**src/rtl/btn_cond.sv**
```systemverilog
// -----------------------------------------------------------------------------
// btn_cond
//   Conditions three raw, bouncing, asynchronous push-button pins into
//   single-cycle press strobes for the mode-select FSM. Each channel is
//   synchronized with two flops and debounced. A debounced 0->1 transition
//   emits one strobe. The up and down channels auto-repeat while held.
//
// Ports
//   clk        in   sole clock, rising edge
//   rst        in   asynchronous active-low reset (release is synchronous upstream)
//   raw_btn    in   raw center button, active-high, asynchronous
//   raw_up     in   raw up button, active-high, asynchronous
//   raw_dn     in   raw down button, active-high, asynchronous
//   button     out  one-cycle center press strobe (never repeats)
//   u_button   out  one-cycle up press / auto-repeat strobe
//   d_button   out  one-cycle down press / auto-repeat strobe
//   btn_level  out  debounced levels {dn, up, btn}
// -----------------------------------------------------------------------------
module btn_cond #(
  parameter int DEBOUNCE_CYCLES = 1_000_000,
  parameter int REPEAT_DELAY    = 50_000_000,
  parameter int REPEAT_RATE     = 20_000_000
) (
  input  logic       clk,
  input  logic       rst,
  input  logic       raw_btn,
  input  logic       raw_up,
  input  logic       raw_dn,
  output logic       button,
  output logic       u_button,
  output logic       d_button,
  output logic [2:0] btn_level
);

  // Counter widths are just wide enough for the largest value each counter holds
  // (DEBOUNCE_CYCLES-1, and max(REPEAT_DELAY, REPEAT_RATE)-1).
  localparam int RPT_MAX = (REPEAT_DELAY > REPEAT_RATE) ? REPEAT_DELAY : REPEAT_RATE;
  localparam int DB_W    = (DEBOUNCE_CYCLES > 2) ? $clog2(DEBOUNCE_CYCLES) : 1;
  localparam int RP_W    = (RPT_MAX > 2) ? $clog2(RPT_MAX) : 1;

  localparam logic [DB_W-1:0] DB_ZERO    = DB_W'(32'd0);
  localparam logic [DB_W-1:0] DB_ONE     = DB_W'(32'd1);
  localparam logic [DB_W-1:0] DB_LAST    = DB_W'(DEBOUNCE_CYCLES - 32'sd1);
  localparam logic [RP_W-1:0] RP_ZERO    = RP_W'(32'd0);
  localparam logic [RP_W-1:0] RP_ONE     = RP_W'(32'd1);
  localparam logic [RP_W-1:0] DELAY_LAST = RP_W'(REPEAT_DELAY - 32'sd1);
  localparam logic [RP_W-1:0] RATE_LAST  = RP_W'(REPEAT_RATE - 32'sd1);

  // Channel order everywhere: [0] center, [1] up, [2] down.
  logic [2:0]            raw_s;
  logic [2:0]            meta_q;
  logic [2:0]            sync_q;
  logic [2:0]            level_q;
  logic [2:0]            level_d;
  logic [2:0][DB_W-1:0]  db_cnt_q;
  logic [2:0][DB_W-1:0]  db_cnt_d;
  logic [2:0]            press_s;

  // Repeat state, [0] up, [1] down. rp_rate_q is set once the first
  // (REPEAT_DELAY) interval has elapsed, so later intervals use REPEAT_RATE.
  logic [1:0][RP_W-1:0]  rp_cnt_q;
  logic [1:0][RP_W-1:0]  rp_cnt_d;
  logic [1:0]            rp_rate_q;
  logic [1:0]            rp_rate_d;
  logic [1:0]            rp_fire_s;
  logic                  both_s;

  logic                  button_q;
  logic                  button_d;
  logic                  u_button_q;
  logic                  u_button_d;
  logic                  d_button_q;
  logic                  d_button_d;

  assign raw_s = {raw_dn, raw_up, raw_btn};

  // Debounce: count consecutive mismatches between sync and level; toggle on the last one.
  always_comb begin
    level_d  = level_q;
    db_cnt_d = {3{DB_ZERO}};
    press_s  = 3'b000;
    for (int i = 0; i < 3; i++) begin
      if (sync_q[i] != level_q[i]) begin
        if (db_cnt_q[i] >= DB_LAST) begin
          level_d[i]  = ~level_q[i];
          db_cnt_d[i] = DB_ZERO;
          press_s[i]  = ~level_q[i];
        end else begin
          db_cnt_d[i] = db_cnt_q[i] + DB_ONE;
        end
      end else begin
        db_cnt_d[i] = DB_ZERO;
      end
    end
  end

  assign both_s = level_q[1] & level_q[2];

  // Auto-repeat timers for up/down. The counter is held at zero while the level is low,
  // on the edge the level falls (so no strobe appears alongside a low level), and while
  // both up and down are held; releasing one of them therefore restarts the full delay.
  always_comb begin
    rp_cnt_d  = {2{RP_ZERO}};
    rp_rate_d = 2'b00;
    rp_fire_s = 2'b00;
    for (int j = 0; j < 2; j++) begin
      if (!level_q[j + 1] || !level_d[j + 1] || both_s) begin
        rp_cnt_d[j]  = RP_ZERO;
        rp_rate_d[j] = 1'b0;
      end else if (rp_cnt_q[j] >= (rp_rate_q[j] ? RATE_LAST : DELAY_LAST)) begin
        rp_cnt_d[j]  = RP_ZERO;
        rp_rate_d[j] = 1'b1;
        rp_fire_s[j] = 1'b1;
      end else begin
        rp_cnt_d[j]  = rp_cnt_q[j] + RP_ONE;
        rp_rate_d[j] = rp_rate_q[j];
      end
    end
  end

  // Strobe selection: up wins any same-cycle collision and the down event is dropped.
  always_comb begin
    button_d   = press_s[0];
    u_button_d = press_s[1] | rp_fire_s[0];
    d_button_d = (press_s[2] | rp_fire_s[1]) & ~u_button_d;
  end

  // State and output registers.
  always_ff @(posedge clk or negedge rst) begin
    if (!rst) begin
      meta_q     <= 3'b000;
      sync_q     <= 3'b000;
      level_q    <= 3'b000;
      db_cnt_q   <= {3{DB_ZERO}};
      rp_cnt_q   <= {2{RP_ZERO}};
      rp_rate_q  <= 2'b00;
      button_q   <= 1'b0;
      u_button_q <= 1'b0;
      d_button_q <= 1'b0;
    end else begin
      meta_q     <= raw_s;
      sync_q     <= meta_q;
      level_q    <= level_d;
      db_cnt_q   <= db_cnt_d;
      rp_cnt_q   <= rp_cnt_d;
      rp_rate_q  <= rp_rate_d;
      button_q   <= button_d;
      u_button_q <= u_button_d;
      d_button_q <= d_button_d;
    end
  end

  assign button    = button_q;
  assign u_button  = u_button_q;
  assign d_button  = d_button_q;
  assign btn_level = level_q;

endmodule
```
**config.mk**
```make
export PLATFORM = sky130hd
export DESIGN_NAME = btn_cond
export DESIGN_NICKNAME = d
export VERILOG_FILES = /design/src/rtl/btn_cond.sv
export SDC_FILE = /design/constraint.sdc
export NUM_CORES = 1
export LEC_CHECK = 0
export ABC_AREA = 1
export BUFFER_PORTS_ARGS = -buffer_cell sky130_fd_sc_hd__buf_4
export CAP_MARGIN = 10
export CORE_MARGIN = 3
export CORE_UTILIZATION = 39
export CTS_CLUSTER_SIZE = 40
export DETAILED_ROUTE_END_ITERATION = 16
export PLACE_DENSITY_LB_ADDON = 0.25
export SLEW_MARGIN = 40
export SYNTH_ARGS = -nofsm -noshare
export SYNTH_HDL_FRONTEND = slang
export SYNTH_SLANG_ARGS = --single-unit
```
**constraint.sdc**
```tcl
create_clock -name clk -period 3.35 [get_ports clk]
set_clock_uncertainty 0.05 [all_clocks]
set_input_delay 0.67 -clock clk [delete_from_list [all_inputs] [get_ports clk]]
set_output_delay 0.67 -clock clk [all_outputs]
set_load 0.005 [all_outputs]
```
# After elaboration in Yosys (flattened, before gate mapping)
# Index checks and enable logic that the tools add are counted.
[op_classes]
n_addsub = 5
magnitude_cmp = 5
eq_ne = 3
n_mux = 30
bitwise = 8
reduce_logical = 11
[op_table]
columns = ["cell", "count"]
rows = [
  ["$mux 26", 6],
  ["$mux 20", 6],
  ["$add 20x1->20 const B", 3],
  ["$ge 20x20->1 const B", 3],
  ["$add 26x1->26 const B", 2],
  ["$ge 26x26->1", 2],
  ["$mux 1", 18],
  ["$logic_not 1->1", 4],
  ["$logic_or 1x1->1", 4],
  ["$not 1->1", 4],
  ["$reduce_bool 2->1", 2],
  ["$ne 1x1->1", 3],
  ["$and 1x1->1", 2],
  ["$or 1x1->1", 2],
  ["$reduce_and 2->1", 1],
]
[word_totals]
register_bits = 126
inputBits = 5
wordCells = 76

# Logic depth before layout (Yosys ltp)
[depth]
depth_word = 10
depth_mapped = 14
depth_no_buf = 14

# Worst setup path before layout
# Ideal clock, no wire load.
[synth_path]
path_type = "flip-flop to flip-flop"
startpoint = "register rp_rate_q[0]"
endpoint = "register rp_cnt_q[10] (netlist name)"
setup_ns = 0.128
t_arrival_ns = 1.794
setup_slack_ns = 1.379
path_stages_with_launch = 12
period_less_slack_ns = 1.971
path_cell_list = "dfrtp_1 > inv_1 > ha_1 > nand2_1 > nor2_1 > nor3b_1 > nor2_1 > nand3_2 > inv_1 > nand3_4 > buf_8 > nor2_4"
[synth_rtl]
columns = ["element", "line", "rtl"]
rows = [
  ["start: declaration", "63", "logic [1:0] rp_rate_q;"],
  ["start signal: assignment", "146", "rp_rate_q <= rp_rate_d;"],
  ["end signal: assignment", "135", "rp_cnt_q <= {2{RP_ZERO}};"],
  ["end signal: assignment", "145", "rp_cnt_q <= rp_cnt_d;"],
  ["end: declaration", "61", "logic [1:0][RP_W-1:0] rp_cnt_q;"],
]

==> summary.md <==
| Metric | Value |
|---|---|
| Critical path arrival | `2.97 ns` |
| Post-Syn Area per Cell | `8.10 um2` |
| Post-DRT Antenna Nets | `0` |
| Antenna diodes | `0` |
| Count of state elements after synthesis | `126` |
| Global route overflow | `0` |
| Drt first-iter violations | `283` |
| Floorplan row count | `49` |
| Synth unique cells | `38` |
| Mapped Cells | `898` |
| Die area | `20,300 um2` |
| DRC viols | `0` |
| Pleak | `0.00348 uW` |
| Worst-margin pin slew | `0.711 ns` |
| First-pass GRT wire length | `26,600 um` |
| Syn_nets | `934` |
| Hold WC Path Type | `in2async` |
| Maximum vdd ir drop | `0.349 mV` |
| Total power | `3680 uW` |
| Area delta synth->final | `13.5%` |
| Clock latency on the worst-skew pair | `0.42 ns` |
| Slew headroom | `0.526` |
| Sequential share of power | `0.419` |
| Synth Warn # | `0` |
| Fmax | `371 MHz` |
| Int Power | `2920 uW` |
| GPL Wtd Cong | `0.853` |
| CP delay by family, top | `simple AND/OR/NAND/NOR gates` |
| Commonest non-fill, non-tap cell in the layout | `nand2_1` |
| Final Max Tran Viols | `0` |
| Max Cap Viol | `0` |
| Mapped cell area | `7280 um2` |
| Net Sw Power | `764 uW` |
| Drt total wl | `15,300 um` |
| Largest net degree at the start of global routing | `89` |
| Logic pwr share | `0.018` |
| Final setup violation count | `0` |
| Bufs and invs on worst path | `2` |
| Setup CP Type | `reg2reg` |
| Fin. Hold Viols | `0` |
| Total vias in the final route | `5,710` |
| CTS Hold Bufs | `0` |
| Most used DFF post-synth | `dfrtp_1` |
| # IOs | `11` |
| CP max stage delay | `0.52 ns` |
| Final Util | `0.455` |
| Most frequent cells in the layout | `171 x nand2_1, 159 x nor2_1, 126 x dfrtp_1` |
| EDFF count, synth | `0` |
| Clock sink total | `126` |
| CTS root buffer | `clkbuf_16` |
| Core Box Area | `18,100 um2` |
| Unrepaired setup endpoints after global routing | `no` |
| Crit-path max FO | `24` |
| Initial antenna violation count | `0` |
| Highest-delay cell along the critical path | `dfrtp_1` |
| Worst-path clk slew | `0.06 ns` |
| First-pass detailed-route iteration total | `5` |
| Switch share | `0.207` |
| Post-CTS setup buffers | `0` |
| Initial Util | `0.401` |
| Drt wl/cell | `13.1 um` |
| Die extent in x | `143 um` |
| Nets | `957` |
| H-tree levels | `4` |
| Post-synth ARST share | `1.00` |
| Crit-path cells | `inv_1 -> ha_1 -> nand2_1 -> nor2_1 -> nor3b_1 -> nor2_1 -> nand3_2 -> inv_1 -> nand3_4 -> a21oi_1` |
| Clk pwr share | `0.563` |
| Port bufs | `10` |
| Post-CTS Resized | `0` |
| Status | `finished clean` |
| Final min period | `2.69 ns` |
| Clock tree from TritonCTS | `yes` |
| Placed insts | `1,131` |
| Startpoint types | `register` |
| Share of cells above drive strength 1 | `0.0899` |
| CTS Buffer Depth | `2` |
| Vias per Instance | `4.91` |
| Worst EP required | `3.62 ns` |
| TNS Setup | `0 ns` |
| Sequential fraction of the synthesis area | `0.433` |
| Global Route Usage Sum | `0.162` |
| TritonCTS buffer count | `17` |
| DPL Wire Length | `10,900 um` |
| Number of global-route vias before repair | `5,638` |
| CP endpoint kind | `register` |
| Chip Height | `143 um` |
| Final period util | `0.804` |
| Final non-filler cell total | `1,163` |
| Power Density | `446 nW/um2` |
## cells by family (layout without fill, tap and decap cells)
family          after synthesis  count (layout)  share of synthesized area
simple gates                517             517                      0.332
flops                       126             126                      0.433
buf+inv                     100             136                     0.0569
xor+xnor                     70              70                     0.0843
compound gates               54              54                     0.0406
fa+ha+maj                    31              31                     0.0533
## synthesized netlist by cell type, types with 2 or more instances
master	count	share of area
o21ai_0	21	0.014
a211oi_1	2	0.0021
xor2_1	43	0.052
nor3_2	2	0.0028
dfrtp_1	126	0.43
or2_2	2	0.0017
nand3b_1	2	0.0021
nor3b_1	3	0.0031
and3_1	3	0.0026
nand2_1	171	0.088
nor3_1	65	0.045
o211ai_1	2	0.0021
xnor2_1	27	0.033
nand3_1	52	0.036
nand2_2	3	0.0026
a21oi_1	18	0.012
nor2_1	159	0.082
a31oi_1	3	0.0026
nand4_1	21	0.018
inv_1	89	0.046
buf_2	6	0.0041
nor2_2	5	0.0043
o21ai_1	3	0.0021
nor4_1	2	0.0017
nor2_4	22	0.034
a21o_1	3	0.0031
inv_2	2	0.0010
ha_1	31	0.053
## stage by stage
stage | instance area (um2) | hold WS [ns] | worst slack [ns]
after floorplan | 7280 | 0.281 | 1.38
after global placement | 7590 | 0.283 | 0.755
after detailed placement | 7590 | 0.286 | 0.706
after CTS | 8260 | 0.289 | 0.654
after global routing | 8260 | 0.289 | 0.402
final | 8260 | 0.244 | 0.655
## registers in the layout, indices dropped and copies added (netlist names)
register	cells
btn_level	3
button	1
d_button	1
db_cnt_q	60
meta_q	3
rp_cnt_q	52
rp_rate_q	2
sync_q	3
u_button	1
## worst reg2reg max path: stages, from the launching register on
cell     delay, ns
dfrtp_1       0.52
inv_1         0.20
ha_1          0.33
nand2_1       0.08
nor2_1        0.06
nor3b_1       0.13
nor2_1        0.11
nand3_2       0.11
inv_1         0.14
nand3_4       0.52
a21oi_1       0.34
## worst paths after layout
path | slack, ns | cells past startpoint | to | startpoint
max | 0.66 | 10 | rp_cnt_q[24] | rp_rate_q[0]
max in group asynchronous | 2.18 | 2 | rp_cnt_q[27] | rst
max reg2reg | 0.66 | 10 | rp_cnt_q[24] | rp_rate_q[0]
min reg2reg | 0.30 | 0 | sync_q[0] | meta_q[0]
min in group clk | 0.30 | 0 | sync_q[0] | meta_q[0]
min | 0.24 | 1 | db_cnt_q[14] | rst
## layer usage
layer,global-route usage,share of wire,vias up
li1,-,-,2959
met1,0.220,0.49,2653
met2,0.253,0.45,79
met3,0.0383,0.038,19
met4,0.0580,0.015,0
met5,0,0,-
## power by group through the flow
stage | clock [uW] | combinational, uW | sequential (uW)
3_5_place_dp | 0 | 69.9 | 1570
5_1_grt | 2180 | 79.1 | 1540
2_1_floorplan | 0 | 27.7 | 1570
4_1_cts | 2120 | 70.8 | 1540
3_3_place_gp | 0 | 69.1 | 1570
6_report | 2070 | 66.5 | 1540
## layout make-up
class / count / area, um2
flip-flops and latches: 126 / 3150
multi-input cells: 672 / 3710
fillers: 1804 / 9890
clock buffers: 20 / 457
repair buffers: 13 / 104
inverters: 91 / 342
clock inverters: 12 / 208
well taps: 229 / 287
Power figures use the tool's default switching activity.
